--- src/rtl/sb_packet_decoder.sv ---
// Sideband RX decoder: finds the clock pattern during SB init, then frames header/data words into messages.
// Optional SB_RX_PARITY_CHECK_EN enables cp/dp checking; messages with a parity mismatch are dropped.
module sb_packet_decoder #(
    parameter logic [63:0] PATTERN_WORD   = 64'hAAAA_AAAA_AAAA_AAAA,
    parameter int unsigned PATTERN_CNT    = 4,
    parameter int unsigned TIMEOUT_CYCLES = 800000
) (
    input  logic        i_clk,
    input  logic        i_rst,
    input  logic        i_pattern_detect_en,
    input  logic        i_deser_valid,
    input  logic [63:0] i_deser_data,
    output logic        o_rx_sb_pattern_samp_done,
    output logic        o_pattern_time_out,
    output logic        o_msg_valid,
    output logic [63:0] o_header,
    output logic [63:0] o_data,
    output logic        o_has_data,
    output logic        o_parity_err
);

    localparam int unsigned PAT_W = $clog2(PATTERN_CNT + 1);
    localparam int unsigned TMO_W = $clog2(TIMEOUT_CYCLES);

    typedef enum logic [1:0] {
        IDLE       = 2'd0,
        PAT_SEARCH = 2'd1,
        HEADER     = 2'd2,
        DATA       = 2'd3
    } state_t;

    state_t             state;
    logic [PAT_W-1:0]   pat_cnt;
    logic [TMO_W-1:0]   tmo_cnt;
    logic [63:0]        hdr_q;

    logic               is_pattern;
    logic               has_data_op;
    logic               msg_done;
    logic [63:0]        msg_hdr;
    logic [63:0]        msg_data;
    logic               msg_perr;

    // Word classification and message-completion decode for the current strobe.
    always_comb begin
        is_pattern  = (i_deser_data == PATTERN_WORD);
        has_data_op = (i_deser_data[4:0] == 5'b00001) || (i_deser_data[4:0] == 5'b00101) ||
                      (i_deser_data[4:0] == 5'b01001) || (i_deser_data[4:0] == 5'b11011);
        msg_done    = 1'b0;
        msg_hdr     = i_deser_data;
        msg_data    = 64'd0;
        if (i_deser_valid) begin
            if (state == HEADER) begin
                msg_done = !is_pattern && !has_data_op;
            end else if (state == DATA) begin
                msg_done = 1'b1;
                msg_hdr  = hdr_q;
                msg_data = i_deser_data;
            end
        end
    end

`ifdef SB_RX_PARITY_CHECK_EN
    logic hdr_perr;
    logic cp_bad;
    logic dp_bad;

    // cp covers header bits [61:0], dp covers the data word; both are even parity.
    always_comb begin
        cp_bad   = (i_deser_data[63] != (^i_deser_data[61:0]));
        dp_bad   = (hdr_q[62] != (^i_deser_data));
        msg_perr = (state == DATA) ? (hdr_perr || dp_bad) : cp_bad;
    end

    always_ff @(posedge i_clk) begin
        if (i_rst) begin
            hdr_perr     <= 1'b0;
            o_parity_err <= 1'b0;
        end else begin
            o_parity_err <= msg_done && msg_perr;
            if (state == HEADER && i_deser_valid && !is_pattern && has_data_op) begin
                hdr_perr <= cp_bad;
            end
        end
    end
`else
    assign msg_perr     = 1'b0;
    assign o_parity_err = 1'b0;
`endif

    always_ff @(posedge i_clk) begin
        if (i_rst) begin
            state                     <= IDLE;
            pat_cnt                   <= '0;
            tmo_cnt                   <= '0;
            hdr_q                     <= 64'd0;
            o_rx_sb_pattern_samp_done <= 1'b0;
            o_pattern_time_out        <= 1'b0;
            o_msg_valid               <= 1'b0;
            o_header                  <= 64'd0;
            o_data                    <= 64'd0;
            o_has_data                <= 1'b0;
        end else begin
            o_rx_sb_pattern_samp_done <= 1'b0;
            o_msg_valid               <= 1'b0;

            // Dropped (parity-failed) messages leave the previous message on the outputs.
            if (msg_done && !msg_perr) begin
                o_msg_valid <= 1'b1;
                o_header    <= msg_hdr;
                o_data      <= msg_data;
                o_has_data  <= (state == DATA);
            end

            case (state)
                IDLE: begin
                    if (i_pattern_detect_en) begin
                        state              <= PAT_SEARCH;
                        pat_cnt            <= '0;
                        tmo_cnt            <= '0;
                        o_pattern_time_out <= 1'b0;
                    end
                end
                PAT_SEARCH: begin
                    // Losing enable aborts silently; a completing pattern word beats the timeout.
                    if (!i_pattern_detect_en) begin
                        state   <= IDLE;
                        pat_cnt <= '0;
                        tmo_cnt <= '0;
                    end else if (i_deser_valid && is_pattern &&
                                 pat_cnt == PAT_W'(PATTERN_CNT - 1)) begin
                        state                     <= HEADER;
                        pat_cnt                   <= '0;
                        tmo_cnt                   <= '0;
                        o_rx_sb_pattern_samp_done <= 1'b1;
                    end else if (tmo_cnt == TMO_W'(TIMEOUT_CYCLES - 1)) begin
                        state              <= IDLE;
                        pat_cnt            <= '0;
                        tmo_cnt            <= '0;
                        o_pattern_time_out <= 1'b1;
                    end else begin
                        tmo_cnt <= tmo_cnt + 1'b1;
                        if (i_deser_valid) begin
                            pat_cnt <= is_pattern ? pat_cnt + 1'b1 : '0;
                        end
                    end
                end
                HEADER: begin
                    if (i_deser_valid && !is_pattern) begin
                        hdr_q <= i_deser_data;
                        if (has_data_op) begin
                            state <= DATA;
                        end
                    end
                end
                DATA: begin
                    if (i_deser_valid) begin
                        state <= HEADER;
                    end
                end
                default: state <= IDLE;
            endcase
        end
    end

endmodule

--- config.mk ---
export PLATFORM = sky130hd
export DESIGN_NAME = sb_packet_decoder
export DESIGN_NICKNAME = d
export VERILOG_FILES = /design/src/rtl/sb_packet_decoder.sv
export SDC_FILE = /design/constraint.sdc
export NUM_CORES = 1
export LEC_CHECK = 0
export BUFFER_PORTS_ARGS = -buffer_cell sky130_fd_sc_hd__buf_4
export CORE_MARGIN = 2
export CORE_UTILIZATION = 30
export DETAILED_ROUTE_END_ITERATION = 16
export HOLD_SLACK_MARGIN = 0.05
export PLACE_DENSITY = 0.6
export SKIP_LAST_GASP = 1
export SLEW_MARGIN = 20
export SYNTH_ARGS = -nofsm -noshare
export SYNTH_HDL_FRONTEND = slang
export SYNTH_SLANG_ARGS = --single-unit
--- constraint.sdc ---
create_clock -name i_clk -period 2.6 [get_ports i_clk]
set_input_delay 0 -clock i_clk [delete_from_list [all_inputs] [get_ports i_clk]]
set_output_delay 0 -clock i_clk [all_outputs]
set_load 0.03 [all_outputs]
# [Word-level counts from Yosys, hierarchy flattened]
# Cells that the tools add are included.
[word_totals] ramBits=0 memories=0 latch_bits=0 word_cells=86 rom_bits=0 in_bits=68 out_inout_bits=133 regBits=221
[op_classes] addsub=2 bitwise_logic=2 multipliers=0 magnitude_cmp=0 shift=0 n_mux=36 n_reduce_logical=17 div_mod_pow=0 eq_ne=19
[ops] operator="64-bit two-way mux" n=6
[ops] operator="20-bit two-way mux" n=4
[ops] operator="64-bit == test (second input constant)" n=1
[ops] operator="20-bit case mux with 2 select lines" n=1
[ops] operator="20-bit by 1-bit adder with 20-bit output (second input constant)" n=1
[ops] operator="20-bit == test (second input constant)" n=1
[ops] operator="3-bit two-way mux" n=6
[ops] operator="2-bit two-way mux" n=7
[ops] operator="2-bit inequality test (second input constant)" n=6
[ops] operator="5-bit AND reduction" n=2
[ops] operator="1-bit two-way mux" n=9
[ops] operator="2-bit case mux with 4 select lines" n=1
[ops] operator="3-bit case mux with 2 select lines" n=1
[ops] operator="5-bit by 1-bit == test with 1-bit output (second input constant)" n=1
[ops] operator="5-bit by 3-bit == test with 1-bit output (second input constant)" n=1
[ops] operator="5-bit by 4-bit == test with 1-bit output (second input constant)" n=1
[ops] operator="5-bit == test (second input constant)" n=1
[ops] operator="5-bit inequality test (second input constant)" n=1
[ops] operator="2-bit == test (second input constant)" n=2
[ops] operator="1-bit logical AND" n=4
[ops] operator="4-bit inequality test (second input constant)" n=1
[ops] operator="2-bit AND reduction" n=2
[ops] operator="3-bit by 1-bit adder with 3-bit output (second input constant)" n=1
[ops] operator="3-bit by 2-bit == test with 1-bit output (second input constant)" n=1
[ops] operator="10 further kinds" n=14

# [Logic depth before layout (Yosys ltp)]
# Gate-level depths: netlist of the first run.
[depth] ltp_word=9 depth_mapped=8 depth_no_buf=7

# [Worst setup path before layout of the first run]
# Ideal clock, no wire load.
[synth_timing] path_kind="register to register" start="reg tmo_cnt[8]" end="reg pat_cnt[1]" path_slack_ns=0.303 setup_time_ns=0.070 stages_incl_launch_ff=8 t_arrival_ns=2.227 path_cell_list="dfxtp_1 > or4b_1 > or4_4 > o21ai_4 > buf_6 > o211ai_2 > or4_1 > a21oi_1"
[synth_via] elab_chain_cells=5 word_cells_on_any_way=7
[synth_lines] item="from (decl)" line="34" source="logic [TMO_W-1:0] tmo_cnt;"
[synth_lines] item="from (signal assigned)" line="142" source="tmo_cnt <= tmo_cnt + 1'b1;"
[synth_lines] item="20-bit == test *" line="136" source="end else if (tmo_cnt == TMO_W'(TIMEOUT_CYCLES - 1)) begin"
[synth_lines] item="3-bit two-way mux" line="136"
[synth_lines] item="3-bit two-way mux" line="130" source="end else if (i_deser_valid && is_pattern &&"
[synth_lines] item="3-bit two-way mux" line="126" source="if (!i_pattern_detect_en) begin"
[synth_lines] item="3-bit case mux with 2 select lines" line="115" source="case (state)"
[synth_lines] item="to (signal assigned)" line="144" source="pat_cnt <= is_pattern ? pat_cnt + 1'b1 : '0;"
[synth_lines] item="to (decl)" line="33" source="logic [PAT_W-1:0] pat_cnt;"
# Every way passes the cells marked *; elsewhere a longest branch is shown, timed or not.
# A chain may end at the register's enable or synchronous reset.

# [Worst setup path after layout of the first run]
[layout_timing] start="reg tmo_cnt[0]" end="reg pat_cnt[1]"
# Same word-level chain as after synthesis.

==> summary.txt, run 1 <==
Run status
  • Status: completed

Critical path
  • Slowest Stage Delay on Critical Path: 0.64 ns
  • Critical path launch point type: register
  • Worst setup EP type: register
  • Crit path kind: reg2reg
  • Slowest CP cell: or4_2
  • Crit path buffers/inverters: 0
  • Req. time, crit path: between 3 and 4 ns
  • FF-to-FF path depth: 7
  • Delay-heaviest family, CP: simple AND/OR/NAND/NOR gates
  • CP Data Arrival Time: ~2.9 ns
  • Cell Chain, Critical Path: ha_1, nand3_1, or4_2, o21ai_4, o211ai_2, or4_1, a21oi_1
  • Worst-path maximum fanout: 12
  • Critical path depth: 7

Pwr
  • Maximum vdd drop: about 450 uV
  • Leakage: 4.67 nW
  • Total Power: 7.41 mW
  • Pwr/cell area: 594 mW/mm^2

Drt
  • WL per Instance: 16.6 um
  • Final ANT Viol Nets: 0
  • Vias per inst: 4.94
  • Routed WL: 28.1 mm
  • Initial drt markers: ~610
  • # DRC: 0
  • DR vias: 8367
  • TritonRoute pass-1 iters: 5

STA
  • Final period util: 92.9%
  • Post-Route Setup TNS: 0 ns
  • Slew Limit Fails: 0
  • Final setup viols: 0
  • Relative slew slack: between 40% and 50%
  • Max Clock Freq: 414 MHz
  • Min Clock Period, post-route: around 2.4 ns
  • Measured slew at the worst slew-check pin: roughly 0.76 ns
  • Clk_skew: 0.00990 ns
  • Final hold vios: 0
  • RSZ-0062 raised after global routing: false

GRT
  • Vias in the first global route: 7859
  • GRT Util Overall: around 17%
  • Initial antenna violation count: 0
  • First-pass GRT wire length: 43.7 mm
  • Largest net degree at the start of global routing: 88
  • GRT overflow: 0

Floorplanning
  • # IOs: 201
  • Die Wd: 177 um
  • Core region area: 0.0296 sq mm
  • Row count: 63
  • Die Y: 177 um
  • Initial Util: 30.3%
  • Total die area: 0.0313 sq mm

CTS
  • Root Driver: clkbuf_16
  • Num CTS Buffers: 26
  • Sink Count: around 220
  • Post-CTS repair timing setup buffer count: 0
  • Clk_lat worst skew: 0.52 ns
  • Reg clk slew, reported paths: approximately 0.060 ns
  • Clock Tree Buf Depth: 3
  • CTS H-tree depth: 1
  • CTS tree: done

Placed design
  • Port bufs: 199
  • GPL Wtd Cong: 0.781
  • Placed wire-length estimate: around 18 mm

Finish
  • Layout cells sized above 1: 21.7%
  • Nets: 1357
  • Layout area overhead: 39.0%
  • N_diodes: 0

Logic synthesis
  • Yosys top cell area share: 49.3%
  • Syn_nets: 1124
  • Mapped cell area: 0.00897 sq mm
  • Asr flop ratio synth: 0%
  • Yosys Warn Count: 0
  • Cells after synthesis: between 1000 and 1500
  • Avg Synthesized Cell Area: 8.52 sq um
  • Distinct cell type count after synthesis: between 50 and 60
  • Synth Flop Type: dfxtp_1
  • Synth area leaders: dfxtp_1 49%, a21oi_1 7.9%, mux2i_1 7.3%
  • Number of synthesized flops with an enable pin: 0
  • Sequential-to-total area share from yosys stat: 49.3%
  • Cell taking the most area after synthesis: dfxtp_1
  • Yosys reg bits: about 220

Run
  • Max Cap Viol: 0

Min path
  • WHS Path Cells: 4
  • Worst hold path class: in2reg
==> synthesized netlist by cell type, types with 2 or more instances <==
| cell | number |
|---|---|
| a211o_1 | 2 |
| a211o_2 | 2 |
| a211oi_1 | 65 |
| a21oi_1 | 141 |
| and3_1 | 3 |
| buf_1 | 10 |
| buf_2 | 18 |
| buf_4 | 2 |
| buf_6 | 3 |
| clkbuf_1 | 52 |
| clkbuf_8 | 2 |
| dfxtp_1 | 221 |
| ha_1 | 3 |
| inv_1 | 5 |
| mux2i_1 | 65 |
| nand2_1 | 146 |
| nand2b_1 | 3 |
| nand3_1 | 77 |
| nand3b_1 | 3 |
| nand4_1 | 8 |
| nand4b_1 | 3 |
| nor2_1 | 137 |
| nor2b_1 | 2 |
| nor3_1 | 21 |
| nor4_1 | 3 |
| nor4b_1 | 3 |
| nor4bb_1 | 9 |
| o211ai_1 | 2 |
| o21a_1 | 2 |
| or3_2 | 2 |
| or4_1 | 3 |
| xnor2_1 | 6 |
| xor2_1 | 9 |
==> final cells by class <==
cell class                 instances  area [sq um]
timing repair buffer             292          2480
multi-input combinational        740          4180
clock inverter                     8           104
inverter                           5          18.8
clock buffer                      38           767
fill                            2921         17100
sequential                       221          4420
tap                              390           488
==> where the power goes <==
part / total (mW) / internal (mW) / leakage [nW] / switching [mW]
clock: 3.66 / 2.24 / 0.425 / 1.42
combinational: 0.355 / 0.167 / 2.46 / 0.188
sequential: 3.39 / 3.39 / 1.78 / 0.00361
==> worst register-to-register path: cells and delay by family, from the launching register on <==
family	cells	cell delay, ns
adder cells (fa/ha/maj)	1	0.20
AO/OA/AOI/OAI	3	0.58
AND/OR/NAND/NOR	3	1.20
flip-flops	1	0.36
==> cell families (layout without fill, tap and decap cells) <==
group	count (synthesis)	count (layout)	share of synthesized area, %
xor gates and xnor gates	15	15	1.46
AOI/OAI and AO/OA	221	221	14.8
muxes	65	65	7.25
adders and majority gates	3	3	0.419
and+or+nand+nor	435	435	22.1
DFF	221	221	49.3
other	1	1	0.0418
buffers and inverters	92	343	4.66
==> flip-flops by register name, summed over array words and instances (netlist names) <==
name and flops:
o_header 64, tmo_cnt 20, hdr_q 64, o_has_data 1, o_rx_sb_pattern_samp_done 1, o_pattern_time_out 1
pat_cnt 3, o_msg_valid 1, state 2, o_data 64
==> cell usage in the layout, fill, tap and decap left out, drive strengths merged, types with 8 or more instances in the layout <==
master and count:
buf 225, dfxtp 221, nand2 146, a21oi 141
nor2 137, nand3 77, dlygate4sd3 67, mux2i 65
a211oi 65, clkbuf 38, nor3 21, xor2 9
nor4bb 9, nand4 8
==> what timing repair did <==
| action | CTS | global route |
|---|---|---|
| endpoints found under the setup margin | 0 | 0 |
| hold buffers | 67 | 0 |
| endpoints found under the hold margin | 208 | 0 |
| resized for setup | 0 | 0 |
==> path summary, 6_finish.rpt <==
check / startpoint / end / slack (ns)
setup / recovery: tmo_cnt[0] / pat_cnt[1] / 0.18
hold / removal: i_deser_data[14] / hdr_q[14] / 0.30
setup reg to reg: tmo_cnt[0] / pat_cnt[1] / 0.18
hold reg to reg: pat_cnt[2] / pat_cnt[2] / 0.46
==> layer usage <==
layer | GRT usage [%] | routed length [um]
met1 | 23.7 | 12900
met3 | 2.53 | 1270
met5 | 0 | 0
met4 | 5.85 | 890
met2 | 27.4 | 13000
==> metrics by stage <==
step	hold WS [ns]	instance area [sq um]	setup slack [ns]	std cells	util (%)
after floorplan	0.138	8970	0.303	1053	-
after global placement	0.267	10900	0.237	1580	36.9
after detailed placement	0.281	10900	0.138	1580	36.9
after CTS	0.272	12500	0.128	1693	42.1
after global routing	0.296	12500	0.0256	1694	42.2
final	0.302	12500	0.183	1694	42.2
Power figures use the tool's default switching activity.
==> run 2, diff against run 1 <==
==> constraint.sdc (replaced) <==
create_clock -name i_clk -period 2.6 [get_ports i_clk]
set_input_delay 0.13 -clock i_clk [delete_from_list [all_inputs] [get_ports i_clk]]
set_output_delay 0.13 -clock i_clk [all_outputs]
set_load 0.03 [all_outputs]
==> summary.txt, run 2 (synthesis gave the netlist of run 1 again) <==
CTS
  • Root Driver: clkbuf_16
  • Reg clk slew, reported paths: 0.06 ns (about the same)
  • CTS H-tree depth: 1 (unchanged)
  • Clock Tree Buf Depth: 3 (unchanged)
  • CTS tree: done
  • Num CTS Buffers: 25 (-3.8%)
  • Sink Count: 221 (unchanged)
  • Clk_lat worst skew: 0.51 ns (about the same)

Finish
  • Fin cells: 1691 (-0.18%)
  • Seq. cell area: 0.00442 sq mm (unchanged)
  • Biggest regs: hdr_q x64, o_data x64, o_header x64
  • Commonest non-fill, non-tap cells in the layout: 221 x dfxtp_1, 214 x buf_4, 146 x nand2_1, 140 x a21oi_1, 137 x nor2_1
  • Footprint of the multi-input gates: 0.00420 sq mm (+0.42%)
  • N_diodes: 0 (unchanged)
  • Layout cells sized above 1: 21.8% (+0.13 points)
  • Most common cell after layout, fill and taps aside: dfxtp_1
  • Nets: 1356 (-0.074%)
  • Layout area overhead: 38.8%
  • Layout fillers: 2908 (-0.45%)

Drt
  • DR vias: 8442 (+0.90%)
  • Routed WL: 28.5 mm (+1.4%)
  • Final ANT Viol Nets: 0 (unchanged)
  • Vias per inst: 4.99 (+1.1%)
  • # DRC: 0 (unchanged)
  • WL per Instance: 16.9 um (+1.6%)
  • TritonRoute pass-1 iters: 5 (unchanged)
  • Initial drt markers: 514 (-15%)

STA
  • Min Clock Period, post-route: 2.49 ns (+0.0775 ns)
  • Slew Limit Fails: 0 (unchanged)
  • Measured slew at the worst slew-check pin: 0.805 ns (+0.0402 ns)
  • Relative slew slack: 46.3% (-2.7 points)
  • RSZ-0062 raised after global routing: true
  • Max Clock Freq: 401 MHz (-3.1%)
  • Final setup viols: 0 (unchanged)
  • Final hold vios: 0 (unchanged)
  • Final period util: 95.9% (+3.0 points)
  • Clk_skew: 0.00709 ns (-0.00281 ns)

Critical path
  • Worst setup EP type: register
  • Critical path launch point type: input port
  • CP Launch Point: i_deser_data[59]
  • CP Data Arrival Time: 2.91 ns (+0.05 ns)
  • Worst-path maximum fanout: 52 (+40)
  • Req. time, crit path: 3.02 ns (-0.03 ns)
  • Critical R2R Launch: tmo_cnt[8]
  • Crit path kind: in2reg

Floorplanning
  • Row count: 63 (unchanged)
  • Die Wd: 177 um (unchanged)
  • Initial Util: 30.3% (unchanged)
  • Total die area: 0.0313 sq mm (unchanged)
  • Die Y: 177 um (unchanged)
  • Core region area: 0.0296 sq mm (unchanged)
  • # IOs: 201 (unchanged)

Min path
  • Worst hold path class: in2reg
  • Hold path startpoint: i_rst

Pwr
  • Switch Pwr: 1.57 mW (-2.7%)
  • Int Pwr: 5.69 mW (-1.9%)
  • Maximum vdd drop: 474 uV (+5.7%)
  • Sw frac: 21.6% (-0.14 points)
  • Total Power: 7.26 mW (-2.0%)
  • Leakage: 4.67 nW (about the same)
  • Combinational power share: 5.0% (+0.2 points)
  • Pwr/cell area: 583 mW/mm^2 (-1.9%)
  • Clock power frac: 48.2% (-1.3 points)
  • Sequential share of power: 46.7% (+0.9 points)

GRT
  • Initial antenna violation count: 2 (+2)
  • First-pass GRT wire length: 43.8 mm (+0.17%)
  • GRT Util Overall: 17.3% (+0.11 points)
  • GRT overflow: 0 (unchanged)
  • Largest net degree at the start of global routing: 79 (-10%)
  • Vias in the first global route: 7875 (+0.20%)

Run
  • Max Cap Viol: 0 (unchanged)

Placed design
  • Port bufs: 199 (unchanged)
  • GPL Wtd Cong: 0.825 (+5.6%)
  • Dpl cells: 1581 (+0.063%)
  • Placed wire-length estimate: 18.0 mm (-0.70%)

Run status
  • Status: completed
==> run 2: timing repair <==
action                                 CTS  global route
setup endpoints to repair                0            34
setup buffers                            0             2
hold buffers                            64             0
resized for setup                        0             1
endpoints found under the hold margin  192             0
==> run 2: critical path, cell delays in order <==
cell and delay (ns):
dlygate4sd3_1 0.56, buf_4 0.15, nor4bb_1 0.45, nand4_1 0.32, nor4_4 0.46, a211o_4 0.25, buf_12 0.26, nand2_1 0.10
a211oi_1 0.21
==> run 2: layer usage <==
layer	vias up	global-route usage [%]	wire length, um
li1	4121	-	-
met1	4008	23.1	12700
met2	252	28.0	13300
met3	59	3.16	1590
met4	2	5.89	901
met5	-	0	16
==> run 2: area by class of cell <==
type                       count  area share, %
tap                          390           3.92
sequential                   221           35.5
inverter                       5          0.151
clock inverter                 7          0.714
clock buffer                  36           5.84
multi-input combinational    741           33.8
timing repair buffer         291           20.1
==> run 2: worst paths after layout <==
path,end,depth (start not counted),slack (ns)
worst max register to register,pat_cnt[2],6,0.18
worst max-delay path,o_header[55],9,0.11
worst min-delay path,o_has_data,2,0.09
worst min register to register,o_header[30],2,0.46
==> run 2: metrics by stage <==
step / setup WS, ns / hold WS [ns] / instance area (sq um) / utilization, % / TNS (ns)
3_3_place_gp: 0.0504 / 0.401 / 11000 / 37.1 / 0
4_1_cts: 0.00162 / 0.0792 / 12400 / 42.0 / 0
2_1_floorplan: 0.303 / 0.268 / 8970 / - / 0
6_report: 0.106 / 0.0932 / 12400 / 42.1 / 0
3_5_place_dp: -0.0165 / 0.410 / 11000 / 37.1 / -0.0165
5_1_grt: -0.00505 / 0.101 / 12400 / 42.1 / -0.00505
==> run 2: power by group through the flow <==
stage	Clock, mW	Sequential (mW)	Combinational, mW
after floorplan	0	3.46	0.102
after global placement	0	3.47	0.285
after detailed placement	0	3.47	0.284
after CTS	3.60	3.39	0.364
after global routing	3.74	3.39	0.391
final	3.50	3.39	0.366
==> run 3, diff against run 2 <==
Settings changed: CORE_ASPECT_RATIO set to 1.75, CTS_BUF_LIST set to sky130_fd_sc_hd__clkbuf_16.
==> summary.txt, run 3 (synthesis gave the netlist of run 1 again) <==
Drt
  • WL per Instance: 17.1 um (+1.6%)
  • TritonRoute pass-1 iters: 5 (unchanged)
  • DR vias: 8474 (+0.38%)
  • Routed WL: 28.8 mm (+1.1%)
  • Final ANT Viol Nets: 0 (unchanged)
  • Initial drt markers: 407 (-21%)
  • Vias per inst: 5.04 (+0.86%)
  • # DRC: 0 (unchanged)

Critical path
  • Critical path launch point type: register
  • Delay-heaviest family, CP: simple AND/OR/NAND/NOR gates
  • Req. time, crit path: 3.05 ns (+0.03 ns)
  • Worst R2R End: pat_cnt[0]
  • Critical path depth: 7 (-2)
  • CP Data Arrival Time: 2.82 ns (-0.09 ns)
  • CP Capture Point: pat_cnt[0]
  • FF-to-FF path depth: 7 (+1)
  • CP Launch Point: tmo_cnt[0]
  • Crit path kind: reg2reg
  • Cell Chain, Critical Path: ha_1, nand3_1, or4_2, o21ai_4, o211ai_1, or4_1, a21oi_1
  • Slowest CP cell: or4_2
  • Worst setup EP type: register
  • Flop2flop setup slack: 0.22 ns (+0.04 ns)
  • Crit path buffers/inverters: 0 (-3)
  • Slowest Stage Delay on Critical Path: 0.64 ns (+0.08 ns)
  • Critical R2R Launch: tmo_cnt[0]
  • Worst-path maximum fanout: 8 (-85%)

Finish
  • Layout cells sized above 1: 22.0% (+0.15 points)
  • Fin cells: 1683 (-0.47%)
  • Layout fillers: 2895 (-0.45%)
  • Layout area overhead: 38.5%
  • N_diodes: 0 (unchanged)
  • Biggest regs: hdr_q x64, o_data x64, o_header x64
  • Most common cell after layout, fill and taps aside: dfxtp_1
  • Commonest non-fill, non-tap cells in the layout: 221 x dfxtp_1, 216 x buf_4, 146 x nand2_1, 140 x a21oi_1, 137 x nor2_1
  • Nets: 1356 (unchanged)

Placed design
  • GPL Wtd Cong: 0.782 (-5.2%)
  • Dpl cells: 1579 (-0.13%)
  • Placed wire-length estimate: 19.1 mm (+6.3%)
  • Port bufs: 199 (unchanged)

CTS
  • Reg clk slew, reported paths: 0.07 ns (about the same)
  • CTS H-tree depth: 1 (unchanged)
  • Sink Count: 221 (unchanged)
  • Num CTS Buffers: 22 (-12%)
  • Post-CTS repair timing setup buffer count: 0 (unchanged)
  • Clk_lat worst skew: 0.52 ns (about the same)
  • CTS tree: done
  • Clock Tree Buf Depth: 3 (unchanged)
  • Root Driver: clkbuf_16

STA
  • Max Clock Freq: 421 MHz (+5.0%)
  • Clk_skew: 0.00817 ns (+0.00107 ns)
  • Final period util: 91.4% (-4.5 points)
  • Relative slew slack: 53.3% (+7.0 points)
  • Measured slew at the worst slew-check pin: 0.700 ns (-0.105 ns)
  • Slew Limit Fails: 0 (unchanged)
  • Final setup viols: 0 (unchanged)
  • Final hold vios: 0 (unchanged)
  • Final hold slack: 0.0798 ns (-0.0134 ns)
  • Min Clock Period, post-route: 2.38 ns (-0.118 ns)
  • RSZ-0062 raised after global routing: false

Floorplanning
  • Die Wd: 135 um (-24%)
  • Row count: 83 (+32%)
  • Total die area: 0.0314 sq mm (+0.17%)
  • Die Y: 233 um (+32%)
  • Initial Util: 30.5% (+0.18 points)
  • Core region area: 0.0294 sq mm (-0.58%)
  • # IOs: 201 (unchanged)

Pwr
  • Pwr/cell area: 571 mW/mm^2 (-2.1%)
  • Maximum vdd drop: 480 uV (+1.4%)
  • Total Power: 7.09 mW (-2.3%)
  • Leakage: 4.67 nW (about the same)

GRT
  • First-pass GRT wire length: 44.5 mm (+1.7%)
  • GRT Util Overall: 17.7% (+0.46 points)
  • Largest net degree at the start of global routing: 86 (+8.9%)
  • Vias in the first global route: 8062 (+2.4%)
  • GRT overflow: 0 (unchanged)
  • Initial antenna violation count: 0 (-2)

Min path
  • Worst hold path class: in2reg

Run status
  • Status: completed

Run
  • Max Cap Viol: 0 (unchanged)
[run 3: cell count changes in the layout (fill, tap and decap cells not counted), moves of 2 or more]
cell,previous run,this run
buf_12,12,14
buf_4,214,216
clkbuf_1,5,0
clkbuf_16,25,23
clkbuf_8,6,0
clkinv_1,0,2
clkinv_4,1,3
inv_1,5,8
inv_6,0,2
nor4b_1,3,1
nor4b_2,0,2
[run 3: stage by stage]
stage / cell area, sq um / util (%) / setup TNS [ns] / setup WS (ns)
after global routing: 12400 / 42.3 / 0 / 0.0768
final: 12400 / 42.3 / 0 / 0.224
after CTS: 12400 / 42.2 / 0 / 0.0155
after global placement: 11000 / 37.5 / -0.0420 / -0.0156
after floorplan: 8970 / - / 0 / 0.303
after detailed placement: 11000 / 37.5 / -0.126 / -0.0339
[run 3: worst min path at each step]
stage | startpoint | to | slack, ns | cells after the start
2_1_floorplan | i_deser_data[0] | o_data[0] | 0.27 | 2
3_3_place_gp | i_deser_data[58] | hdr_q[58] | 0.40 | 3
3_5_place_dp | i_deser_data[55] | hdr_q[55] | 0.41 | 3
4_1_cts | i_rst | hdr_q[2] | 0.07 | 2
5_1_grt | i_rst | hdr_q[6] | 0.11 | 2
6_report | i_rst | o_rx_sb_pattern_samp_done | 0.08 | 2
[run 3: layout make-up]
class	count	area [sq um]	area share [%]
Sequential cell	221	4420	35.6
Multi-Input combinational cell	740	4200	33.8
Timing Repair Buffer	295	2550	20.6
Clock buffer	23	576	4.63
Tap cell	382	478	3.85
Clock inverter	17	173	1.39
Inverter	5	18.8	0.151
[run 3: repair_timing]
action                                 in CTS  in global routing
endpoints found under the hold margin     192                  0
setup endpoints to repair                   0                 12
resized for setup                           0                  2
hold buffers                               64                  0
[run 3: routing by layer]
layer	routed length, um	track usage, %	part of all wire [%]
met5	0	0	0
met4	1000	7.24	3.5
met3	1170	2.20	4.1
met2	15100	32.3	53
met1	11500	20.8	40
[run 3: report_power, final]
group          switching, mW  internal, mW  total [mW]
combinational          0.189         0.172       0.361
clock                   1.42          1.92        3.34
sequential           0.00350          3.39        3.39
total                   1.61          5.48        7.09
[run 3: worst register-to-register path, delay by kind of cell (launching register included)]
kind            cells  cell delay [ns]
compound gates      3             0.52
fa+ha+maj           1             0.20
flops               1             0.37
simple gates        3             1.21
